[src/rtl/rf_wb_arbiter.sv]
// -----------------------------------------------------------------------------
// rf_wb_arbiter
//
// Shares the register file's single write port between two writeback sources:
// the single-cycle ALU path (port 0) and the multi-cycle load/mul unit (port 1).
// Grants are round-robin on ties, and the winning request is registered one
// stage before it reaches the register file. A per-register pending-write
// bitmap (busy) is also kept here so that the issue stage can stall on RAW
// hazards. Register x0 is never written and is never marked busy.
//
// Ports
//   clk, rst                 clock, asynchronous active-high reset
//   wb0_valid/addr/data      port 0 write request
//   wb0_ready                port 0 granted this cycle (combinational)
//   wb1_valid/addr/data      port 1 write request
//   wb1_ready                port 1 granted this cycle (combinational)
//   claim_valid/claim_addr   issue stage marks a destination as pending
//   RegWEn/AddrD/DataD       registered register-file write port
//   busy                     pending-write bitmap, bit i = register i
// -----------------------------------------------------------------------------
module rf_wb_arbiter #(
  parameter int RAWIDTH = 5,
  parameter int DWIDTH  = 32
) (
  input  logic                    clk,
  input  logic                    rst,
  input  logic                    wb0_valid,
  input  logic [RAWIDTH-1:0]      wb0_addr,
  input  logic [DWIDTH-1:0]       wb0_data,
  output logic                    wb0_ready,
  input  logic                    wb1_valid,
  input  logic [RAWIDTH-1:0]      wb1_addr,
  input  logic [DWIDTH-1:0]       wb1_data,
  output logic                    wb1_ready,
  input  logic                    claim_valid,
  input  logic [RAWIDTH-1:0]      claim_addr,
  output logic                    RegWEn,
  output logic [RAWIDTH-1:0]      AddrD,
  output logic [DWIDTH-1:0]       DataD,
  output logic [2**RAWIDTH-1:0]   busy
);

  localparam int NREG = 2**RAWIDTH;

  // 1 means port 1 was granted most recently; resets to 1 so port 0 wins the
  // first tie.
  logic                r_last_grant;

  logic                w_gnt0;
  logic                w_gnt1;
  logic                w_xfer;
  logic [RAWIDTH-1:0]  w_addr;
  logic [DWIDTH-1:0]   w_data;
  logic [NREG-1:0]     w_busy_nxt;

  // A lone requester always wins; on a tie the port not granted last wins.
  assign w_gnt0 = wb0_valid && (!wb1_valid || r_last_grant);
  assign w_gnt1 = wb1_valid && (!wb0_valid || !r_last_grant);
  assign w_xfer = w_gnt0 || w_gnt1;
  assign w_addr = w_gnt1 ? wb1_addr : wb0_addr;
  assign w_data = w_gnt1 ? wb1_data : wb0_data;

  assign wb0_ready = w_gnt0;
  assign wb1_ready = w_gnt1;

  // Scoreboard next state: the clear follows the register file commit (the
  // edge where RegWEn is high), and a same-edge claim overrides the clear.
  always_comb begin
    // NOTE: assigning the whole vector first keeps every bit driven on every
    // path, so no latch is inferred for the bits the ifs below do not touch.
    w_busy_nxt = busy;
    if (RegWEn) begin
      w_busy_nxt[AddrD] = 1'b0;
    end
    if (claim_valid && (claim_addr != '0)) begin
      w_busy_nxt[claim_addr] = 1'b1;
    end
    w_busy_nxt[0] = 1'b0;
  end

  always_ff @(posedge clk or posedge rst) begin
    if (rst) begin
      r_last_grant <= 1'b1;
      RegWEn       <= 1'b0;
      AddrD        <= '0;
      DataD        <= '0;
      busy         <= '0;
    end else begin
      // NOTE: non-blocking assignments so every flop samples pre-edge values;
      // the busy clear above relies on seeing the old RegWEn/AddrD.
      RegWEn <= w_xfer && (w_addr != '0);
      busy   <= w_busy_nxt;
      if (w_xfer) begin
        r_last_grant <= w_gnt1;
        AddrD        <= w_addr;
        DataD        <= w_data;
      end
    end
  end

endmodule
[config.mk]
export PLATFORM = sky130hd
export DESIGN_NAME = rf_wb_arbiter
export DESIGN_NICKNAME = d
export VERILOG_FILES = /design/src/rtl/rf_wb_arbiter.sv
export SDC_FILE = /design/constraint.sdc
export NUM_CORES = 1
export LEC_CHECK = 0
export ABC_AREA = 1
export CAP_MARGIN = 20
export CELL_PAD_IN_SITES_DETAIL_PLACEMENT = 0
export CELL_PAD_IN_SITES_GLOBAL_PLACEMENT = 1
export CORE_MARGIN = 4
export CORE_UTILIZATION = 30
export DETAILED_ROUTE_END_ITERATION = 12
export HOLD_SLACK_MARGIN = 0.02
export PLACE_DENSITY_LB_ADDON = 0.25
export SKIP_CTS_REPAIR_TIMING = 1
export SLEW_MARGIN = 20
export SYNTH_ARGS = -nofsm -noshare
export SYNTH_HDL_FRONTEND = slang
export SYNTH_SLANG_ARGS = --single-unit
[constraint.sdc]
create_clock -name clk -period 3.3 [get_ports clk]
set_input_delay 0.33 -clock clk [delete_from_list [all_inputs] [get_ports clk]]
set_output_delay 0.33 -clock clk [all_outputs]
set_load 0.02 [all_outputs]
==> flow_summary.toml, run 1 <==
[status]
status = "completed"

[logic_synthesis]
synth_compound_area_frac = 0.220
synthTopCellsByArea = "dfrtp_1 (56%), o21ai_0 (16%), o21ai_1 (6.0%)"
synth.most_common_cell = "o21ai_0"
ys_warn_count = 0
yosys.area.top_type = "dfrtp_1"
synthAdderAreaFrac = 0
muxShareOfSynthArea = 0
ys_top_cells_by_count = "o21ai_0 (96), dfrtp_1 (69), nand2_1 (49)"
synth_top_family_by_area = "compound AO/OA/AOI/OAI gates"
synth-xor-area-share = 0
syn_area_um2 = 3070
ys_types = 17
synth_top_area_frac = 0.563
synth-seq-cells = 70
async_reset_ff_frac = 1.00
seq_area_frac_synth = 0.571
synth_edf_count = 0
synth_nets = 434
yosys.area_share.simple = 0.155
synth_flop_cell = "dfrtp_1"
syn_area_per_cell_um2 = 8.77
synth_cells = 350

[cells_and_area]
drive_gt1_frac = 0.0530
final_cell_area_um2 = 4940
area_growth_syn_to_layout_pct = 61.0
nets = 588
diodes = 0

[route]
firstDrtPassIters = 4
wl_per_cell_um = 16.2
viasPerCell = 4.90
drt_iter0_drc = 133
routed-via-count = 3143
ant_nets = 0
drc = 0
drt_wl_total_um = 10400

[sta]
finalMaxSlewViolations = 0
hold_viol_final = 0
worst_pin_slew_ps = 778
setup_viol = 0
period_share = 0.621
period_minus_slack_ps = 2050
clock.fmax_mhz = 488
setup-tns-final_ps = 0
fin_skew_ps = 5.84
rsz0062_at_grt = "no"
slew-limit-headroom = 0.481
timing.hold.ws_ps = 450

[critical_path]
cp_max_fo = 7
crit_arrival_ps = 1720
path_class = "register to output pin"
cp_cell_sequence = "nand2_2, o21ai_0, clkdlybuf4s50_1"
critical-path-top-delay-family = "buffers and inverters"
cpPeakStageDelay_ps = 630
crit_slowest_cell = "clkdlybuf4s50_1"
end_kind = "output pin"
critical_path_buf_inv_count = 1
cp.required_ps = 2970
startpoint_type = "register"

[place]
portBuffers = 154
place_congestion = 0.758
dp_hpwl_um = 7550
placed_area_um2 = 4720

[floorplanning]
dieHeight_um = 109
io-pin-count = 156
start_util = 0.311
core_um2 = 9860
dieArea_um2 = 11900
die_w_um = 109
rows = 36

[pwr]
leakage_nw = 1.99
ir_drop_uv = 325
power_per_cell_area_nw_per_um2 = 667

[global_routing]
grt_pass1_vias = 3127
antenna_found_initial = 0
grt_usage = 0.178
grt_remaining_overflow = 0
grt_pass1_wl_um = 16200
grt_max_degree = 39

[clock_network]
clk_pin_slew_ps = 80
cts_htree_levels = 3
cts-buffers-inserted = 9
cts-root-buf = "clkbuf_8"
cts_buffer_depth = 2
worstSkewPairLatency_ps = 340
cts_tree = "yes"
clock-sinks = 70

[worst_hold_path]
min_path_type = "input pin to async pin"

[flow_run]
drv_cap = 0
cell type report:
type | instances | area [µm²]
Timing Repair Buffer | 158 | 1580
Clock buffer | 11 | 141
Fill cell | 946 | 4920
Multi-Input combinational cell | 249 | 1150
Sequential cell | 70 | 1750
Tap cell | 133 | 166
Clock inverter | 5 | 82.6
Inverter | 16 | 60.1
worst paths after layout:
path                              start            to  slack [ps]  cells past startpoint
hold reg to reg            r_last_grant  r_last_grant         480                      2
setup reg to reg           r_last_grant     DataD[19]        1700                      5
min in group clk           r_last_grant  r_last_grant         480                      2
max in group asynchronous           rst      busy[20]        2180                      3
hold / removal                      rst     DataD[28]         450                      2
setup / recovery           r_last_grant     wb0_ready        1250                      3
cells in the final DEF (no fill, tap or decap), drive strengths merged:
cell type and count:
buf 4, inv 16, dfrtp 69, nand3 29
o21ai 134, nor2 34, conb 1, clkdlybuf4s50 154
nand2 51, dfstp 1, bufinv 2, clkinvlp 3
clkbuf 11
metrics by stage:
| stage | worst slack [ps] | total power (W) | cells | utilization |
|---|---|---|---|---|
| final | 1250 | 0.00329 | 642 | 0.501 |
| after floorplan | 1200 | 0.00182 | 350 | - |
| after CTS | 1230 | 0.00334 | 642 | 0.501 |
| after global routing | 1140 | 0.00349 | 642 | 0.501 |
| after detailed placement | 1270 | 0.00255 | 626 | 0.478 |
| after global placement | 1290 | 0.00253 | 626 | 0.478 |
cell families after synthesis:
logic type | count (synthesis)
compound gates | 134
simple gates | 114
flops | 70
buf+inv | 31
other cells | 1
registers in the layout, indices dropped and copies added, names as in the netlist:
name	cells
RegWEn	1
DataD	32
AddrD	5
r_last_grant	1
busy	31
layer usage:
metal,vias to the layer above,share of wire,track usage,routed length [µm]
met5,-,0,0,0
met4,0,0.0094,0.0451,98
met3,6,0.080,0.0450,830
met2,110,0.50,0.303,5240
met1,1526,0.41,0.225,4250
li1,1501,-,-,-
where the power goes:
part / internal (W) / switching (W) / total, W
Sequential: 0.00110 / 0.000143 / 0.00125
Combinational: 0.000613 / 0.000664 / 0.00128
Clock: 0.000446 / 0.000323 / 0.000770
Total: 0.00216 / 0.00113 / 0.00329
(Power assumes the default switching activity.)
==> run 2: changes to the inputs <==
- CORE_UTILIZATION: 30 -> 28
- clock period: 3.3 -> 2.1 ns (I/O delays scaled with it)
==> run 2 against run 1 <==
Compared with the run above:
- combinational power grew 58%
- global-route usage shrank 1.0 points
- die area grew 6.6%
- largest power group unchanged
- critical endpoint unchanged
==> flow_summary.toml, run 2 (synthesis gave the netlist of run 1 again) <==
[floorplanning]
dieHeight_um = 113
start_util = 0.292
die_w_um = 113
rows = 37
dieArea_um2 = 12700
io-pin-count = 156
core_um2 = 10500

[cells_and_area]
stdcell_count = 647
largest_reg_flops = 32
area_growth_syn_to_layout_pct = 63.9
drive_gt1_frac = 0.0587
nets = 590
regMostFlops = "DataD"
final_common_cell = "clkdlybuf4s50_1"
most-common-layout-cells = "clkdlybuf4s50_1 (154), o21ai_0 (96), dfrtp_1 (69), nand2_1 (49), o21ai_1 (37)"
diodes = 0
reg_top3 = "DataD: 32 flops, busy: 31 flops, AddrD: 5 flops"

[place]
dp_hpwl_um = 7820
place_inst = 631
place_congestion = 0.780
portBuffers = 154

[clock_network]
cts_tree = "yes"
clock-sinks = 70
cts_htree_levels = 3
cts-buffers-inserted = 9
worstSkewPairLatency_ps = 340
cts_buffer_depth = 2
cts-root-buf = "clkbuf_8"
clk_pin_slew_ps = 80

[critical_path]
path_class = "register to output pin"
end_kind = "output pin"
cp_max_fo = 7
startpoint_type = "register"
cp.required_ps = 1890
crit_arrival_ps = 1720

[route]
firstDrtPassIters = 4
wl_per_cell_um = 16.2
ant_nets = 0
viasPerCell = 4.84
drc = 0
routed-via-count = 3130
drt_wl_total_um = 10500
drt_iter0_drc = 143

[global_routing]
grt_remaining_overflow = 0
antenna_found_initial = 0
grt_pass1_wl_um = 16800
grt_pass1_vias = 3181
grt_usage = 0.167
grt_max_degree = 71

[pwr]
power_per_cell_area_nw_per_um2 = 1090
leakage_nw = 2.04
ir_drop_uv = 589

[sta]
rsz0062_at_grt = "no"
setup-tns-final_ps = 0
hold_viol_final = 0
finalMaxSlewViolations = 0
clock.fmax_mhz = 518
period_share = 0.919
timing.hold.ws_ps = 242
period_minus_slack_ps = 1930
fin_skew_ps = 6.67
setup_viol = 0

[worst_hold_path]
min_path_type = "input pin to async pin"

[status]
status = "completed"

[flow_run]
drv_cap = 0
run 2: cell count changes in the layout (fill, tap and decap cells not counted):
cell | before | now
clkinv_4 | 0 | 1
clkinvlp_4 | 3 | 0
clkbuf_8 | 10 | 11
clkbuf_1 | 1 | 0
buf_4 | 3 | 4
bufinv_16 | 2 | 4
buf_12 | 1 | 2
run 2: path summary, 6_finish.rpt:
path	to	cells after the start	from	slack, ps
max	wb0_ready	3	r_last_grant	170
min	AddrD[1]	3	rst	240
min reg2reg	DataD[17]	2	DataD[17]	480
max reg2reg	RegWEn	9	r_last_grant	570
max in group asynchronous	r_last_grant	3	rst	1470
min in group clk	DataD[10]	3	wb0_data[10]	470
run 2: where the power goes:
| group | internal, W | switching, W |
|---|---|---|
| Sequential | 0.00173 | 0.000219 |
| Combinational | 0.000969 | 0.00105 |
| Clock | 0.000977 | 0.000522 |
run 2: stage by stage:
| step | power, W | cell area (µm²) | utilization | setup WS [ps] |
|---|---|---|---|---|
| 3_5_place_dp | 0.00402 | 4750 | 0.452 | 261 |
| 5_1_grt | 0.00578 | 5030 | 0.478 | 57.2 |
| 6_report | 0.00547 | 5030 | 0.478 | 170 |
| 2_1_floorplan | 0.00287 | 3070 | - | 123 |
| 4_1_cts | 0.00554 | 5030 | 0.478 | 143 |
| 3_3_place_gp | 0.00399 | 4750 | 0.452 | 288 |
run 2: metal layers:
layer / share of wire / track usage
met5: 0 / 0
met1: 0.41 / 0.196
met4: 0.020 / 0.0569
met2: 0.50 / 0.283
met3: 0.070 / 0.0615
run 2: area by class of cell:
cell class | instances | area, µm²
timing repair buffer | 160 | 1610
sequential | 70 | 1750
clock inverter | 5 | 129
inverter | 16 | 60.1
multi-input combinational | 249 | 1150
tap | 136 | 170
fill | 1034 | 5480
clock buffer | 11 | 151
run 2: worst max-delay path: stages (launching register included):
cell and delay, ps:
dfstp_2 540, nand2_2 110, o21ai_0 100, clkdlybuf4s50_1 630
==> run 3: changes to the inputs <==
- ABC_AREA: 1 -> 0
- CORE_UTILIZATION: 28 -> 32
- HOLD_SLACK_MARGIN: 0.02 -> default
==> run 3 against run 2 <==
Compared with the run above:
- count of clock-buffer cells in the layout is 2 lower
- area after synthesis increased by 17%
- first-iteration DRC count grew 4.2%
- worst setup slack better by 11 ps
- combinational power is 7% higher
- largest cell class unchanged
- flip-flop and latch count stayed put
- via count up 3.7%
- sequential share of layout area decreased by 2.9 points
==> flow_summary.toml, run 3 <==
[logic_synthesis]
synth_cells = 334
synth_flop_cell = "dfrtp_1"
async_reset_ff_frac = 1.00
synth_nets = 418
yosys.area.top_type = "dfrtp_1"
seq_area_frac_synth = 0.489
synthTopCellsByArea = "dfrtp_1 (48%), o221a_2 (8.8%), a21o_1 (6.7%)"
ys_top_cells_by_count = "dfrtp_1 (69), o21ai_1 (34), a21o_1 (32), nand2b_1 (32), o21ai_0 (31)"
synth_top_area_frac = 0.481
ys_warn_count = 0
ys_types = 29
synth-seq-cells = 70
synth_edf_count = 0
synth.most_common_cell = "dfrtp_1"
syn_area_um2 = 3590
syn_area_per_cell_um2 = 10.7

[flow_run]
drv_cap = 0

[floorplanning]
dieArea_um2 = 13000
die_w_um = 114
io-pin-count = 156
dieHeight_um = 114
core_um2 = 10900
rows = 38
start_util = 0.329

[clock_network]
clk_pin_slew_ps = 80
cts_tree = "yes"
clock-sinks = 70
cts-buffers-inserted = 9
worstSkewPairLatency_ps = 340
cts-root-buf = "clkbuf_8"
cts_htree_levels = 3
cts_buffer_depth = 2

[cells_and_area]
fillCellCount = 1058
nets = 570
area_growth_syn_to_layout_pct = 52.7
final_cell_area_um2 = 5480
reg_top3 = "DataD: 32 flops, busy: 31 flops, AddrD: 5 flops"
most-common-layout-cells = "clkdlybuf4s50_1 (152), dfrtp_1 (69), o21ai_1 (34), nand2b_1 (32), a21o_1 (32)"
final_util = 0.503
multi_input_area_um2 = 1680
final_common_cell = "clkdlybuf4s50_1"
largest_reg_flops = 32
final-seq-area_um2 = 1750
diodes = 0
drive_gt1_frac = 0.124
regMostFlops = "DataD"

[route]
drc = 0
wl_per_cell_um = 17.5
drt_iter0_drc = 149
ant_nets = 0
viasPerCell = 5.14
routed-via-count = 3246
drt_wl_total_um = 11000
firstDrtPassIters = 4

[global_routing]
grt_usage = 0.171
grt_max_degree = 71
grt_pass1_wl_um = 17900
grt_remaining_overflow = 0
grtUsageMet2 = 0.263
grt_util_met3 = 0.0637
grt_pass1_vias = 3350
antenna_found_initial = 0
gr-usage-met1 = 0.227
grt-busiest-layer = "met2"

[critical_path]
path_class = "register to output pin"
end_kind = "output pin"
setup.worst_path.start = "r_last_grant"
r2r_start = "r_last_grant"
cp.required_ps = 1890
cp_max_fo = 5
crit_arrival_ps = 1710
startpoint_type = "register"

[place]
dp_hpwl_um = 7640
dp_slack_ps = 258
placed_area_um2 = 5220
portBuffers = 154
place_congestion = 0.800

[sta]
setup_viol = 0
fin_skew_ps = 9.40
period_share = 0.913
hold_viol_final = 0
timing.hold.ws_ps = 205
setup_slack_ps = 182
finalMaxSlewViolations = 0
clock.fmax_mhz = 521
period_minus_slack_ps = 1920
rsz0062_at_grt = "no"

[pwr]
power_per_cell_area_nw_per_um2 = 1000
ir_drop_uv = 540
leakage_nw = 2.12

[worst_hold_path]
hp-start = "wb1_valid"
min_path_type = "input pin to register"

[status]
status = "completed"
-- run 3: final cells by class --
cell class | count | area share
flip-flops and latches | 70 | 0.320
multi-input cells | 240 | 0.307
repair buffers | 162 | 0.294
well taps | 140 | 0.0320
clock buffers | 9 | 0.0226
clock inverters | 7 | 0.0219
inverters | 3 | 0.00206
-- run 3: worst paths after layout --
check	endpoint	slack (ps)	depth (start not counted)
min in group asynchronous	busy[10]	230	3
worst max register to register	DataD[25]	530	4
worst min-delay path	r_last_grant	210	3
max in group asynchronous	r_last_grant	1500	3
worst max-delay path	wb1_ready	180	3
worst min register to register	busy[4]	510	2
-- run 3: metal layers --
metal  part of all wire  vias to the layer above
met3              0.096                       11
met2               0.46                      137
met4              0.011                        0
met5                  0                        -
li1                   -                     1544
met1               0.44                     1554
-- run 3: stage by stage --
stage / cells / total power [W] / TNS, ps
after floorplan: 334 / 0.00302 / 0
after global placement: 613 / 0.00413 / 0
after detailed placement: 613 / 0.00417 / 0
after CTS: 629 / 0.00554 / -36.3
after global routing: 631 / 0.00579 / 0
final: 631 / 0.00548 / 0
-- run 3: worst max-delay path, cell delays in order (launching register included) --
cell and delay, ps:
dfstp_2 400, buf_4 150, a21boi_1 170, clkdlybuf4s50_1 640
-- run 3: logic make-up after synthesis --
family,synth area share
flip-flops,0.489
buffers and inverters,0.0419
AND/OR/NAND/NOR,0.180
other,0.00105
AO/OA/AOI/OAI,0.288
-- run 3: power breakdown --
| group | internal, W | switching [W] |
|---|---|---|
| Sequential | 0.00173 | 0.000238 |
| Clock | 0.000796 | 0.000554 |
| Combinational | 0.00111 | 0.00106 |
| Total | 0.00363 | 0.00185 |
